$ cat config.mk
export PLATFORM = sky130hd
export DESIGN_NAME = hilo_bank
export DESIGN_NICKNAME = d
export VERILOG_FILES = /design/src/rtl/hilo_bank.sv
export SDC_FILE = /design/constraint.sdc
export NUM_CORES = 1
export LEC_CHECK = 0
export ABC_AREA = 1
export BUFFER_PORTS_ARGS = -buffer_cell sky130_fd_sc_hd__buf_2
export CORE_MARGIN = 3
export CORE_UTILIZATION = 45
export CTS_CLUSTER_SIZE = 40
export DETAILED_ROUTE_END_ITERATION = 8
export MAX_ROUTING_LAYER = met4
export PLACE_DENSITY_LB_ADDON = 0.05
export SYNTH_ARGS = -nofsm -noshare
export SYNTH_HDL_FRONTEND = slang
export SYNTH_SLANG_ARGS = --single-unit
$ cat constraint.sdc
create_clock -name clk -period 5.9 [get_ports clk]
set_input_delay 0.885 -clock clk [delete_from_list [all_inputs] [get_ports clk]]
set_output_delay 0.885 -clock clk [all_outputs]
set_load 0.02 [all_outputs]
$ cat src/rtl/hilo_bank.sv
// Bank of PAIRS HI/LO register pairs with write, clear and 2W-bit accumulate ops.
// Latency: 2 cycles from issue to a visible commit, for every op type.
// Backpressure: none. One op is accepted per cycle. Reserved ops are dropped and flagged.
module hilo_bank #(
  parameter int DATA_W = 32,
  parameter int PAIRS  = 4,
  parameter int IDX_W  = 2
) (
  input  logic              clk,
  input  logic              rst,
  input  logic              wr_en_i,
  input  logic [2:0]        wr_op_i,
  input  logic [IDX_W-1:0]  wr_idx_i,
  input  logic [DATA_W-1:0] wr_hi_i,
  input  logic [DATA_W-1:0] wr_lo_i,
  input  logic [IDX_W-1:0]  rd_idx_i,
  output logic [DATA_W-1:0] hi_o,
  output logic [DATA_W-1:0] lo_o,
  output logic              rd_pending_o,
  output logic              acc_ovf_o,
  output logic              op_err_o
);

  localparam logic [2:0] OP_WR_BOTH = 3'b000;
  localparam logic [2:0] OP_WR_HI   = 3'b001;
  localparam logic [2:0] OP_WR_LO   = 3'b010;
  localparam logic [2:0] OP_ACC_ADD = 3'b011;
  localparam logic [2:0] OP_ACC_SUB = 3'b100;
  localparam logic [2:0] OP_CLEAR   = 3'b101;

  // Committed architectural state
  logic [DATA_W-1:0] r_hi [PAIRS];
  logic [DATA_W-1:0] r_lo [PAIRS];

  // Stage 1: accepted op and its operands
  logic              r_s1_vld;
  logic [2:0]        r_s1_op;
  logic [IDX_W-1:0]  r_s1_idx;
  logic [DATA_W-1:0] r_s1_hi;
  logic [DATA_W-1:0] r_s1_lo;

  // Stage 2: finished low half, carry/borrow, and what the high half needs
  logic              r_s2_vld;
  logic [2:0]        r_s2_op;
  logic [IDX_W-1:0]  r_s2_idx;
  logic [DATA_W-1:0] r_s2_lo;
  logic [DATA_W-1:0] r_s2_p_hi;
  logic [DATA_W-1:0] r_s2_a_hi;
  logic              r_s2_cy;

  // Status pulses
  logic r_acc_ovf;
  logic r_op_err;

  // Combinational nets
  logic              w_rsvd;
  logic              w_issue;
  logic              w_byp;
  logic [DATA_W-1:0] w_p_hi;
  logic [DATA_W-1:0] w_p_lo;
  logic [DATA_W:0]   w_lo_sum;
  logic [DATA_W:0]   w_lo_dif;
  logic [DATA_W-1:0] w_s1_lo;
  logic              w_s1_cy;
  logic [DATA_W-1:0] w_cy_ext;
  logic [DATA_W-1:0] w_s2_hi;
  logic              w_s2_ovf;
  logic              w_p_sgn;
  logic              w_a_sgn;
  logic              w_r_sgn;

  // Opcodes 110 and 111 are reserved; everything else enters the pipe
  assign w_rsvd  = wr_op_i[2] & wr_op_i[1];
  assign w_issue = wr_en_i & ~w_rsvd;

  // An op one cycle ahead on the same pair has not committed yet, so take
  // its result straight from stage 2 instead of the stale committed copy.
  assign w_byp  = r_s2_vld && (r_s2_idx == r_s1_idx);
  assign w_p_hi = w_byp ? w_s2_hi : r_hi[r_s1_idx];
  assign w_p_lo = w_byp ? r_s2_lo : r_lo[r_s1_idx];

  // The extra top bit carries the carry out of, or the borrow from, the low half
  assign w_lo_sum = {1'b0, w_p_lo} + {1'b0, r_s1_lo};
  assign w_lo_dif = {1'b0, w_p_lo} - {1'b0, r_s1_lo};

  // Stage 1: low-half result and carry/borrow into the high half
  always_comb begin
    w_s1_lo = '0;
    w_s1_cy = 1'b0;
    case (r_s1_op)
      OP_WR_BOTH: w_s1_lo = r_s1_lo;
      OP_WR_HI:   w_s1_lo = w_p_lo;
      OP_WR_LO:   w_s1_lo = r_s1_lo;
      OP_ACC_ADD: begin
        w_s1_lo = w_lo_sum[DATA_W-1:0];
        w_s1_cy = w_lo_sum[DATA_W];
      end
      OP_ACC_SUB: begin
        w_s1_lo = w_lo_dif[DATA_W-1:0];
        w_s1_cy = w_lo_dif[DATA_W];
      end
      default:    w_s1_lo = '0;
    endcase
  end

  assign w_cy_ext = {{(DATA_W-1){1'b0}}, r_s2_cy};

  // Stage 2: high-half result. The pair's sign bit is the top bit of the
  // high half, so signed 2W-bit overflow can be judged from the high halves.
  always_comb begin
    w_s2_hi  = '0;
    w_s2_ovf = 1'b0;
    w_p_sgn  = r_s2_p_hi[DATA_W-1];
    w_a_sgn  = r_s2_a_hi[DATA_W-1];
    case (r_s2_op)
      OP_WR_BOTH: w_s2_hi = r_s2_a_hi;
      OP_WR_HI:   w_s2_hi = r_s2_a_hi;
      OP_WR_LO:   w_s2_hi = r_s2_p_hi;
      OP_ACC_ADD: w_s2_hi = r_s2_p_hi + r_s2_a_hi + w_cy_ext;
      OP_ACC_SUB: w_s2_hi = r_s2_p_hi - r_s2_a_hi - w_cy_ext;
      default:    w_s2_hi = '0;
    endcase
    w_r_sgn = w_s2_hi[DATA_W-1];
    if (r_s2_op == OP_ACC_ADD) begin
      w_s2_ovf = (w_p_sgn == w_a_sgn) && (w_r_sgn != w_p_sgn);
    end else if (r_s2_op == OP_ACC_SUB) begin
      w_s2_ovf = (w_p_sgn != w_a_sgn) && (w_r_sgn != w_p_sgn);
    end
  end

  // Stage 1 register: capture accepted ops; reset discards anything issued alongside it
  always_ff @(posedge clk) begin
    if (!rst) begin
      r_s1_vld <= 1'b0;
      r_s1_op  <= '0;
      r_s1_idx <= '0;
      r_s1_hi  <= '0;
      r_s1_lo  <= '0;
    end else begin
      r_s1_vld <= w_issue;
      r_s1_op  <= wr_op_i;
      r_s1_idx <= wr_idx_i;
      r_s1_hi  <= wr_hi_i;
      r_s1_lo  <= wr_lo_i;
    end
  end

  // Stage 2 register: hand the low-half result and carry forward
  always_ff @(posedge clk) begin
    if (!rst) begin
      r_s2_vld  <= 1'b0;
      r_s2_op   <= '0;
      r_s2_idx  <= '0;
      r_s2_lo   <= '0;
      r_s2_p_hi <= '0;
      r_s2_a_hi <= '0;
      r_s2_cy   <= 1'b0;
    end else begin
      r_s2_vld  <= r_s1_vld;
      r_s2_op   <= r_s1_op;
      r_s2_idx  <= r_s1_idx;
      r_s2_lo   <= w_s1_lo;
      r_s2_p_hi <= w_p_hi;
      r_s2_a_hi <= r_s1_hi;
      r_s2_cy   <= w_s1_cy;
    end
  end

  // Commit the finished stage-2 result; reset wins, so in-flight ops are lost
  always_ff @(posedge clk) begin
    if (!rst) begin
      for (int i = 0; i < PAIRS; i++) begin
        r_hi[i] <= '0;
        r_lo[i] <= '0;
      end
    end else if (r_s2_vld) begin
      r_hi[r_s2_idx] <= w_s2_hi;
      r_lo[r_s2_idx] <= r_s2_lo;
    end
  end

  // Single-cycle status pulses: overflow at commit, error on a reserved issue
  always_ff @(posedge clk) begin
    if (!rst) begin
      r_acc_ovf <= 1'b0;
      r_op_err  <= 1'b0;
    end else begin
      r_acc_ovf <= r_s2_vld & w_s2_ovf;
      r_op_err  <= wr_en_i & w_rsvd;
    end
  end

  assign hi_o         = r_hi[rd_idx_i];
  assign lo_o         = r_lo[rd_idx_i];
  assign rd_pending_o = (r_s1_vld && (r_s1_idx == rd_idx_i)) ||
                        (r_s2_vld && (r_s2_idx == rd_idx_i));
  assign acc_ovf_o    = r_acc_ovf;
  assign op_err_o     = r_op_err;

endmodule

==> results.cfg <==
[power]
p_int_mw = 5.70
powerDensity_nw_per_um2 = 271
pwr-share-seq_pct = 39.9
power.share.switching_pct = 33.5
comb_power_share_pct = 24.2
switching_power_mw = 2.88
power_leakage_nw = 15.1
clockPowerShare_pct = 36.0
ir_drop_mv = 0.254

[logic_synthesis]
synth.net_count = 4383
synth_area_leaders = edfxtp_1 27%, dfxtp_1 12%, nand2_1 12%
yosys-top-cells-count = 901 x nand2_1, 693 x nor2_1, 628 x inv_1, 336 x o21ai_0, 256 x edfxtp_1
synth_top_area_share_pct = 26.7
syn_area_per_cell_um2 = 6.93
netlist_instances = 4147
yosys_warnings = 0
synth_seq_cells = 431
ys_seq_area_share_pct = 38.9
synth_most_common_cell = nand2_1
yosysTopAreaCell = edfxtp_1
synth_cell_types = 49
synthArstFlopShare_pct = 0
netlist_area_um2 = 28700
synth_edf_count = 256
synthFlopType = edfxtp_1

[routing]
drt_pass1_iterations = 6
routedWlPerCell_um = 20.5
antenna_left = 0
drc = 0
wirelength_mm = 104
drt_iter0_markers = 2486
vias_per_cell = 5.44
num_vias = 27700

[sta]
layout_min_cycle_time_ns = 4.63
setup_viol = 0
max_freq_mhz = 216
fin_tns_setup_ns = 0
finalCritPeriodShare_pct = 78.4
skew_ns = 0.0193
rsz0062_at_grt = false
slew_headroom_pct = 23.3
worst_pin_slew_ns = 1.15
hold_violations = 0
finalMaxSlewViolations = 0

[setup_path]
start_kind = flop
reg2reg_depth = 20
startpoint = r_s1_idx[0]
r2r-end = r_s2_lo[22]
r2r_slack_ns = 1.27
arrival_ns = 5.10
timing.rr.start = r_s1_idx[0]
required_ns = 6.38
setup.worst_path.end_class = flop
critPathCapture = r_s2_lo[22]
worst-setup-path-type = reg -> reg
crit_fanout = 94

[clocking]
cts_buffer_depth = 3
htreeDepth = 2
cts_hold_buf = 0
root_buffer = clkbuf_16
cts_repair_resize_count = 0
clkLatencyLatePin_ns = 0.60
cts_setup_buffers = 0
cts_num_sinks = 431
cts_buffers = 50
clkTransAtPathRegs_ns = 0.06
cts_tree = yes

[cells_and_area]
area_growth_pct = 10.3
seqCellArea_um2 = 11200
multiInputGateArea_um2 = 14400
num_antenna_cells = 0
nFillCells = 6583
layout.nets = 4441
fin_cells = 5091
drive_above_1_share_pct = 6.90

[floorplanning]
die_w_um = 259
start_util_pct = 45.6
num_rows = 92
die_h_um = 259
io_pins = 141
die_area_um2 = 66900
coreArea_um2 = 63100

[flow_run]
maxCapViolations = 0

[global_routing]
grt_max_degree = 97
grt_pass1_vias = 26100
grt_first_pass_wirelength_mm = 155
grt.overflow.total = 0
grt_antenna_before_repair = 0
track_usage_pct = 31.2

[place]
place_congestion = 1.00
dp_hpwl_mm = 74.5
io_buffers = 140
dp.cells = 4999

[min_path]
min_path_type = reg -> reg

[outcome]
status = finished, final reports clean
==> critical path: stages, from the launching register on <==
cell and delay (ns):
dfxtp_4 0.66, buf_4 0.91, o21ai_0 0.23, o22ai_1 0.25, nand2_1 0.08, o21ai_1 0.20, inv_1 0.09, ha_1 0.24
fa_1 0.42, o21ai_1 0.35, nand2_1 0.13, nand2_1 0.13, nand3_1 0.10, nand2_1 0.16, nand3_1 0.11, nand2_1 0.07
nand2_1 0.05, nand3_1 0.07, nand2_1 0.09, nor2_1 0.10, nor2_1 0.05
==> final cells by class <==
class	count	share of cell area (%)
Clock buffer	74	4.45
Clock inverter	18	0.635
Inverter	639	7.58
Multi-Input combinational cell	2905	45.6
Sequential cell	431	35.3
Tap cell	846	3.34
Timing Repair Buffer	178	3.14
==> metal layers <==
metal / track usage [%] / share of wire (%) / up-vias
met5: - / 0 / -
met4: 16.1 / 5.8 / 0
met3: 2.58 / 5.0 / 258
met2: 54.0 / 49 / 996
met1: 36.2 / 40 / 12900
li1: - / - / 13600
==> worst min-delay path by stage <==
stage	startpoint	endpoint	cells after the start
6_report	r_s1_hi[5]	r_s2_a_hi[5]	2
5_1_grt	r_s1_hi[2]	r_s2_a_hi[2]	2
4_1_cts	r_s1_hi[2]	r_s2_a_hi[2]	2
3_5_place_dp	r_s1_hi[16]	r_s2_a_hi[16]	2
3_3_place_gp	r_s1_hi[10]	r_s2_a_hi[10]	2
2_1_floorplan	r_s1_hi[0]	r_s2_a_hi[0]	2
==> cell families (layout without fill, tap and decap cells) <==
group,Yosys count,count (layout),synth area share (%)
AO/OA/AOI/OAI,839,839,16.2
buffers and inverters,811,909,10.9
flip-flops,431,431,38.9
AND/OR/NAND/NOR,1891,1891,26.4
adder cells (fa/ha/maj),162,162,7.21
XOR/XNOR,13,13,0.396
==> stage by stage <==
step | util (%) | power (mW) | setup slack, ns | hold WS, ns | area [µm²]
6_report | 50.3 | 8.58 | 1.27 | 0.405 | 31700
5_1_grt | 50.3 | 8.97 | 0.930 | 0.433 | 31700
3_3_place_gp | 47.7 | 5.53 | 1.42 | 0.398 | 30100
2_1_floorplan | - | 4.83 | 2.32 | 0.390 | 28700
4_1_cts | 50.3 | 8.61 | 1.39 | 0.412 | 31700
3_5_place_dp | 47.7 | 5.53 | 1.37 | 0.397 | 30100
==> power by group through the flow <==
stage / Sequential (mW) / Clock, mW / Combinational, mW
after floorplan: 3.44 / 0 / 1.39
after global placement: 3.48 / 0 / 2.05
after detailed placement: 3.48 / 0 / 2.04
after CTS: 3.42 / 3.14 / 2.05
after global routing: 3.43 / 3.25 / 2.29
final: 3.42 / 3.09 / 2.07
==> state kept, by name (all words and copies together), names as in the netlist <==
register / cells
r_s2_op: 3
acc_ovf_o: 1
r_s1_lo: 32
op_err_o: 1
r_s2_idx: 2
r_s1_idx: 2
r_lo: 128
r_s2_lo: 32
r_s1_op: 3
r_s1_hi: 32
r_hi: 128
r_s2_vld: 1
r_s1_vld: 1
r_s2_p_hi: 32
r_s2_a_hi: 32
r_s2_cy: 1
==> layout by cell type (no fill, tap or decap), drive strengths merged, types with 2 or more instances in the layout <==
master / Yosys / routed
a21boi: 3 / 3
o21ai: 375 / 375
a221oi: 4 / 4
nor2: 693 / 693
o21a: 7 / 7
nand2: 906 / 906
buf: 55 / 178
xnor2: 4 / 4
nand3: 192 / 192
clkinv: 0 / 13
o21bai: 16 / 16
o22ai: 99 / 99
a211oi: 3 / 3
nor3b: 3 / 3
bufinv: 0 / 3
o211ai: 9 / 9
ha: 156 / 156
nand3b: 10 / 10
dfxtp: 175 / 175
and2: 2 / 2
o221ai: 2 / 2
inv: 639 / 641
nor4: 8 / 8
nand4: 19 / 19
edfxtp: 256 / 256
fa: 6 / 6
o311ai: 2 / 2
or2: 10 / 10
xor2: 9 / 9
a22oi: 60 / 60
clkbuf: 117 / 74
and3: 3 / 3
a21oi: 254 / 254
nor3: 45 / 45
(Power assumes the default switching activity.)
